--- src/rtl/pipe_ctrl_if.sv ---
// Request/stall bundle between the pipeline stages (master) and the stall
// controller (slave).
interface pipe_ctrl_if #(
  parameter int CNT_W  = 6,
  parameter int PERF_W = 32
);
  logic              stallreq_id_i;
  logic              mc_start_i;
  logic [CNT_W-1:0]  mc_cycles_i;
  logic              mc_annul_i;
  logic [5:0]        stall_o;
  logic              mc_busy_o;
  logic              mc_done_o;
  logic [CNT_W-1:0]  mc_cnt_o;
  logic [PERF_W-1:0] stall_cnt_o;

  modport master (
    output stallreq_id_i, mc_start_i, mc_cycles_i, mc_annul_i,
    input  stall_o, mc_busy_o, mc_done_o, mc_cnt_o, stall_cnt_o
  );

  modport slave (
    input  stallreq_id_i, mc_start_i, mc_cycles_i, mc_annul_i,
    output stall_o, mc_busy_o, mc_done_o, mc_cnt_o, stall_cnt_o
  );
endinterface

--- src/rtl/pipe_ctrl.sv ---
// Pipeline stall controller: merges the decode load-use stall with a
// down-counter sequencer for multi-cycle execute ops, plus a stalled-cycle counter.
module pipe_ctrl #(
  parameter int CNT_W  = 6,
  parameter int PERF_W = 32
) (
  input  logic      clk,
  input  logic      rst,
  pipe_ctrl_if.slave bus
);

  typedef enum logic [1:0] {
    S_IDLE = 2'd0,
    S_BUSY = 2'd1,
    S_DONE = 2'd2
  } state_t;

  localparam logic [CNT_W-1:0]  CNT_ZERO = {CNT_W{1'b0}};
  localparam logic [CNT_W-1:0]  CNT_ONE  = {{(CNT_W-1){1'b0}}, 1'b1};
  localparam logic [CNT_W-1:0]  CNT_TWO  = CNT_ONE << 1;
  localparam logic [PERF_W-1:0] PERF_ONE = {{(PERF_W-1){1'b0}}, 1'b1};
  localparam logic [PERF_W-1:0] PERF_MAX = {PERF_W{1'b1}};

  state_t            r_state;
  logic [CNT_W-1:0]  r_cnt;
  logic [PERF_W-1:0] r_stall_cnt;

  logic              w_long_op;
  logic              w_ex_stall;
  logic [5:0]        w_stall;

  // Ops needing fewer than two cycles complete inside the normal EX slot.
  assign w_long_op = (bus.mc_cycles_i >= CNT_TWO);

  // Stall vector: EX hold dominates the decode hazard; everything quiet in reset.
  always_comb begin
    w_ex_stall = 1'b0;
    w_stall    = 6'b000000;
    if (rst) begin
      w_ex_stall = 1'b0;
      w_stall    = 6'b000000;
    end else begin
      if (bus.mc_annul_i) begin
        w_ex_stall = 1'b0;
      end else if (r_state == S_BUSY) begin
        w_ex_stall = 1'b1;
      end else if ((r_state == S_IDLE) && bus.mc_start_i && w_long_op) begin
        w_ex_stall = 1'b1;
      end else begin
        w_ex_stall = 1'b0;
      end

      if (w_ex_stall) begin
        w_stall = 6'b001111;
      end else if (bus.stallreq_id_i) begin
        w_stall = 6'b000111;
      end else begin
        w_stall = 6'b000000;
      end
    end
  end

  assign bus.stall_o     = w_stall;
  assign bus.mc_busy_o   = ~rst & (r_state == S_BUSY);
  assign bus.mc_done_o   = ~rst & ~bus.mc_annul_i & (r_state == S_DONE);
  assign bus.mc_cnt_o    = rst ? CNT_ZERO : r_cnt;
  assign bus.stall_cnt_o = rst ? {PERF_W{1'b0}} : r_stall_cnt;

  // Multi-cycle sequencer; the start cycle itself counts as the first stall cycle.
  always_ff @(posedge clk) begin
    if (rst) begin
      r_state <= S_IDLE;
      r_cnt   <= CNT_ZERO;
    end else if (bus.mc_annul_i) begin
      r_state <= S_IDLE;
      r_cnt   <= CNT_ZERO;
    end else begin
      case (r_state)
        S_IDLE: begin
          if (bus.mc_start_i && w_long_op) begin
            r_state <= S_BUSY;
            r_cnt   <= bus.mc_cycles_i - CNT_ONE;
          end else begin
            r_state <= S_IDLE;
            r_cnt   <= CNT_ZERO;
          end
        end
        S_BUSY: begin
          // Leave at one (or below) so the counter can never wrap.
          if (r_cnt <= CNT_ONE) begin
            r_state <= S_DONE;
            r_cnt   <= CNT_ZERO;
          end else begin
            r_state <= S_BUSY;
            r_cnt   <= r_cnt - CNT_ONE;
          end
        end
        S_DONE: begin
          r_state <= S_IDLE;
          r_cnt   <= CNT_ZERO;
        end
        default: begin
          r_state <= S_IDLE;
          r_cnt   <= CNT_ZERO;
        end
      endcase
    end
  end

  // Saturating count of cycles in which any pipeline register is held.
  always_ff @(posedge clk) begin
    if (rst) begin
      r_stall_cnt <= {PERF_W{1'b0}};
    end else if ((w_stall != 6'b000000) && (r_stall_cnt != PERF_MAX)) begin
      r_stall_cnt <= r_stall_cnt + PERF_ONE;
    end else begin
      r_stall_cnt <= r_stall_cnt;
    end
  end

endmodule

--- src/flat_wrapper.sv ---
// flat-port wrapper written by rule: the top's interface ports become plain ports
module pipe_ctrl_flat 
#(
  parameter int CNT_W  = 6,
  parameter int PERF_W = 32
)
  (clk, rst, bus_stallreq_id_i, bus_mc_start_i, bus_mc_cycles_i, bus_mc_annul_i, bus_stall_o, bus_mc_busy_o, bus_mc_done_o, bus_mc_cnt_o, bus_stall_cnt_o);
  pipe_ctrl_if #(.CNT_W(CNT_W), .PERF_W(PERF_W)) bus_i ();
  input  logic clk;
  input  logic rst;
  input wire logic [$bits(bus_i.stallreq_id_i)-1:0] bus_stallreq_id_i;
  input wire logic [$bits(bus_i.mc_start_i)-1:0] bus_mc_start_i;
  input wire logic [$bits(bus_i.mc_cycles_i)-1:0] bus_mc_cycles_i;
  input wire logic [$bits(bus_i.mc_annul_i)-1:0] bus_mc_annul_i;
  output wire logic [$bits(bus_i.stall_o)-1:0] bus_stall_o;
  output wire logic [$bits(bus_i.mc_busy_o)-1:0] bus_mc_busy_o;
  output wire logic [$bits(bus_i.mc_done_o)-1:0] bus_mc_done_o;
  output wire logic [$bits(bus_i.mc_cnt_o)-1:0] bus_mc_cnt_o;
  output wire logic [$bits(bus_i.stall_cnt_o)-1:0] bus_stall_cnt_o;
  assign bus_i.stallreq_id_i = bus_stallreq_id_i;
  assign bus_i.mc_start_i = bus_mc_start_i;
  assign bus_i.mc_cycles_i = bus_mc_cycles_i;
  assign bus_i.mc_annul_i = bus_mc_annul_i;
  assign bus_stall_o = bus_i.stall_o;
  assign bus_mc_busy_o = bus_i.mc_busy_o;
  assign bus_mc_done_o = bus_i.mc_done_o;
  assign bus_mc_cnt_o = bus_i.mc_cnt_o;
  assign bus_stall_cnt_o = bus_i.stall_cnt_o;
  pipe_ctrl #(.CNT_W(CNT_W), .PERF_W(PERF_W)) u_core (.clk(clk), .rst(rst), .bus(bus_i));
endmodule
--- config.mk ---
export PLATFORM = sky130hd
export DESIGN_NAME = pipe_ctrl_flat
export DESIGN_NICKNAME = d
export VERILOG_FILES = /design/src/rtl/pipe_ctrl_if.sv /design/src/rtl/pipe_ctrl.sv /design/src/flat_wrapper.sv
export SDC_FILE = /design/constraint.sdc
export NUM_CORES = 1
export LEC_CHECK = 0
export ABC_AREA = 1
export BUFFER_PORTS_ARGS = -buffer_cell sky130_fd_sc_hd__buf_2
export CORE_MARGIN = 4
export CORE_UTILIZATION = 31
export DETAILED_ROUTE_END_ITERATION = 10
export GPL_TIMING_DRIVEN = 1
export SYNTH_ARGS = -nofsm -noshare
export SYNTH_HDL_FRONTEND = slang
export SYNTH_SLANG_ARGS = --single-unit
--- constraint.sdc ---
create_clock -name clk -period 5.4 [get_ports clk]
set_clock_uncertainty 0.15 [all_clocks]
set_input_delay 0.27 -clock clk [delete_from_list [all_inputs] [get_ports clk]]
set_output_delay 0.27 -clock clk [all_outputs]
set_load 0.02 [all_outputs]
==> flow_metrics.tcl <==
set metrics [dict create \
    met1_usage_pct 19.20 \
    ys_ff_latch 40 \
    ir_worst_vdd_v 0.00007314 \
    end_kind "flop" \
    port_buffers 54 \
    arrival_ns 2.64 \
    fin_setup_tns_ns 0 \
    ys.flop_type "dfxtp_1" \
    ioPinCount 57 \
    syn_to_final_growth_pct 13.07 \
    pwr_density_cell_nw_per_um2 175.3 \
    grt.overflow.total 0 \
    placed_cell_area_sq_um 3301 \
    drive_gt1_share_pct 16.09 \
    hp-class "input port to flop" \
    ys_types 30 \
    pre_cts_slack_ns 2.470 \
    final_cell_area_sq_um 3398 \
    vias 3099 \
    crit_chain "ha_1, nand2_1, nor2_2, nand2_4, nor2_8, nand2_4, nand2_4, inv_2, nand2_1, a21oi_1" \
    stdcell_count 682 \
    clockBufferDepth 2 \
    antenna_cells 0 \
    status "complete, no violations" \
    placed_cells 674 \
    cts_sinks 40 \
    first_global_vias 2915 \
    postCtsSetupRepairBufs 0 \
    final_core_util_pct 36.43 \
    drtPass1Iterations 4 \
    coreArea_sq_um 9328 \
    chipWidth_um 106.5 \
    row_count 35 \
    ys_warn_count 0 \
    grtUsageMet2_pct 24.16 \
    gp_congestion 0.8684 \
    synth_edf_count 0 \
    clk_pin_slew_ns 0.09 \
    antenna_found_initial 0 \
    crit_buf_inv 1 \
    htreeDepth 2 \
    grtUsageMet3_pct 2.611 \
    cp_slowest_cell "dfxtp_1" \
    maxSlewHeadroom_pct 61.32 \
    worst_pin_slew_ns 0.5802 \
    synth_simple_gate_area_share_pct 44.88 \
    setup_viol 0 \
    start_kind "flop" \
    wl_per_cell_um 11.81 \
    synth_xor_area_share_pct 4.954 \
    slowest_delay_ns 0.48 \
    drc 0 \
    synthAdderAreaFrac_pct 2.082 \
    period_needed_ns 2.624 \
    hold_buffers 0 \
    nNetsFinal 568 \
    start_util_pct 32.22 \
    vias_per_cell 4.544 \
    muxShareOfSynthArea_pct 0 \
    crit_type "flop to flop" \
    maxSlewViolCount 0 \
    synth_top_family_by_area "simple AND/OR/NAND/NOR gates" \
    hold_viol_final 0 \
    cts-buffers-inserted 5 \
    cts_tree "done" \
    drt_iter0_drc 197 \
    rsz0062_at_grt "false" \
    dpl.hpwl_mm 6.264 \
    post-route-period-util_pct 48.58 \
    fin_ws_ns 2.776 \
    grtUsageTotal_pct 14.45 \
    cp_max_fo 30 \
    die_h_um 106.5 \
    top_usage_layer "met2" \
    drtAntennaViolNets 0 \
    async_flop_share_pct 0 \
    clk-insertion-delay-late_ns 0.30 \
    synth.cell_area_sq_um 3005 \
    post_cts_resize_count 0 \
    synth_area_per_cell_sq_um 5.916 \
    dieArea_sq_um 11330 \
    grt_max_degree 44 \
    max_cap_violations 0 \
    crit_required_ns 5.42 \
    grt_first_pass_wirelength_mm 13.59 \
    drt_wl_total_mm 8.057 \
    path_common_cell "nand2_4" \
    max_freq_mhz 381.2 \
    fillCellCount 1073 \
    syn_inst 508 \
    clockRootBuffer "clkbuf_8" \
    synth-compound-area-share_pct 8.909 \
    power_leakage_nw 1.412 \
    ys_seq_area_share_pct 26.64 \
    crit_family "simple AND/OR/NAND/NOR gates" \
]
==> power breakdown <==
| group | leakage [nW] | total [W] | internal [W] | switching (W) |
|---|---|---|---|---|
| Sequential | 0.323 | 0.000303 | 0.000299 | 0.00000454 |
| Clock | 0.0434 | 0.000218 | 0.000104 | 0.000114 |
| Combinational | 1.05 | 0.0000750 | 0.0000210 | 0.0000540 |
| Total | 1.41 | 0.000596 | 0.000423 | 0.000173 |
==> synthesized netlist by cell type (6+ instances only) <==
master,instances,area share [%]
nand2_1,156,19
nor2_1,109,14
inv_1,58,7.2
dfxtp_1,40,27
nand3_1,34,5.7
a21oi_1,21,3.5
xor2_1,15,4.4
a21oi_2,9,2.6
o21ai_0,8,1.3
buf_4,6,1.5
clkbuf_1,6,0.75
nand2_2,6,1.2
==> routing by layer <==
metal,up-vias,wire [um]
met2,57,3669
met1,1386,3956
li1,1649,-
met5,-,0
met4,0,84
met3,7,347
==> cell usage in the layout (no fill, tap or decap) <==
cell / Yosys / final
xnor2_1: 2 / 2
nand4_1: 5 / 5
nor2_4: 1 / 1
nand2_2: 6 / 6
buf_4: 6 / 1
dfxtp_1: 40 / 40
ha_1: 5 / 5
nand2_4: 3 / 3
a22oi_1: 2 / 2
o211ai_1: 1 / 1
nand2_1: 156 / 156
inv_1: 58 / 58
a21oi_1: 21 / 21
nor2_8: 1 / 1
inv_2: 2 / 2
o22ai_1: 2 / 2
o21ai_0: 8 / 8
nor3_1: 4 / 4
a21oi_2: 9 / 9
buf_2: 1 / 54
conb_1: 1 / 2
clkbuf_8: 0 / 6
nand3_4: 1 / 1
a31o_2: 1 / 1
clkinvlp_4: 0 / 2
xor2_1: 15 / 15
nor2_2: 2 / 2
nor2_1: 109 / 109
nand3_1: 34 / 34
==> logic make-up after synthesis <==
logic type               after synthesis
adder cells (fa/ha/maj)                5
buffers and inverters                 79
AND/OR/NAND/NOR                      322
other                                  1
XOR/XNOR                              17
flip-flops                            40
AO/OA/AOI/OAI                         44
==> state kept, by name (all words and copies together) (netlist names) <==
signal,flops
u_core.r_state,2
u_core.r_cnt,6
u_core.r_stall_cnt,32
==> area by class of cell <==
cell class                 instances  area [sq um]  share of cell area, %
clock buffer                       6         82.58                  2.430
clock inverter                     2         15.01                 0.4418
inverter                          60         225.2                  6.627
multi-input combinational        390          1836                  54.01
sequential                        40         800.8                  23.56
tap                              129         161.4                  4.750
timing repair buffer              55         277.8                  8.174
==> worst reg2reg max path: cells and delay by family, from the launching register on <==
kind / cells / cell delay, ns
AOI/OAI and AO/OA: 1 / 0.07
adders and majority gates: 1 / 0.28
and+or+nand+nor: 7 / 1.25
DFF: 1 / 0.48
buffers and inverters: 1 / 0.26
==> through the flow <==
step,power [W],hold WS [ns]
after floorplan,0.0003741,0.3190
after global placement,0.0003854,0.3359
after detailed placement,0.0003854,0.3442
after CTS,0.0006035,0.1348
after global routing,0.0006218,0.1473
final,0.0005958,0.1396
==> final timing paths <==
check / to / slack [ns] / cells past startpoint / from
max reg2reg: u_core.r_stall_cnt[17] / 2.78 / 10 / u_core.r_stall_cnt[0]
max: u_core.r_stall_cnt[17] / 2.78 / 10 / u_core.r_stall_cnt[0]
min reg2reg: u_core.r_stall_cnt[9] / 0.36 / 2 / u_core.r_stall_cnt[9]
min: u_core.r_cnt[0] / 0.14 / 4 / bus_mc_cycles_i[0]
Power figures use the tool's default switching activity.
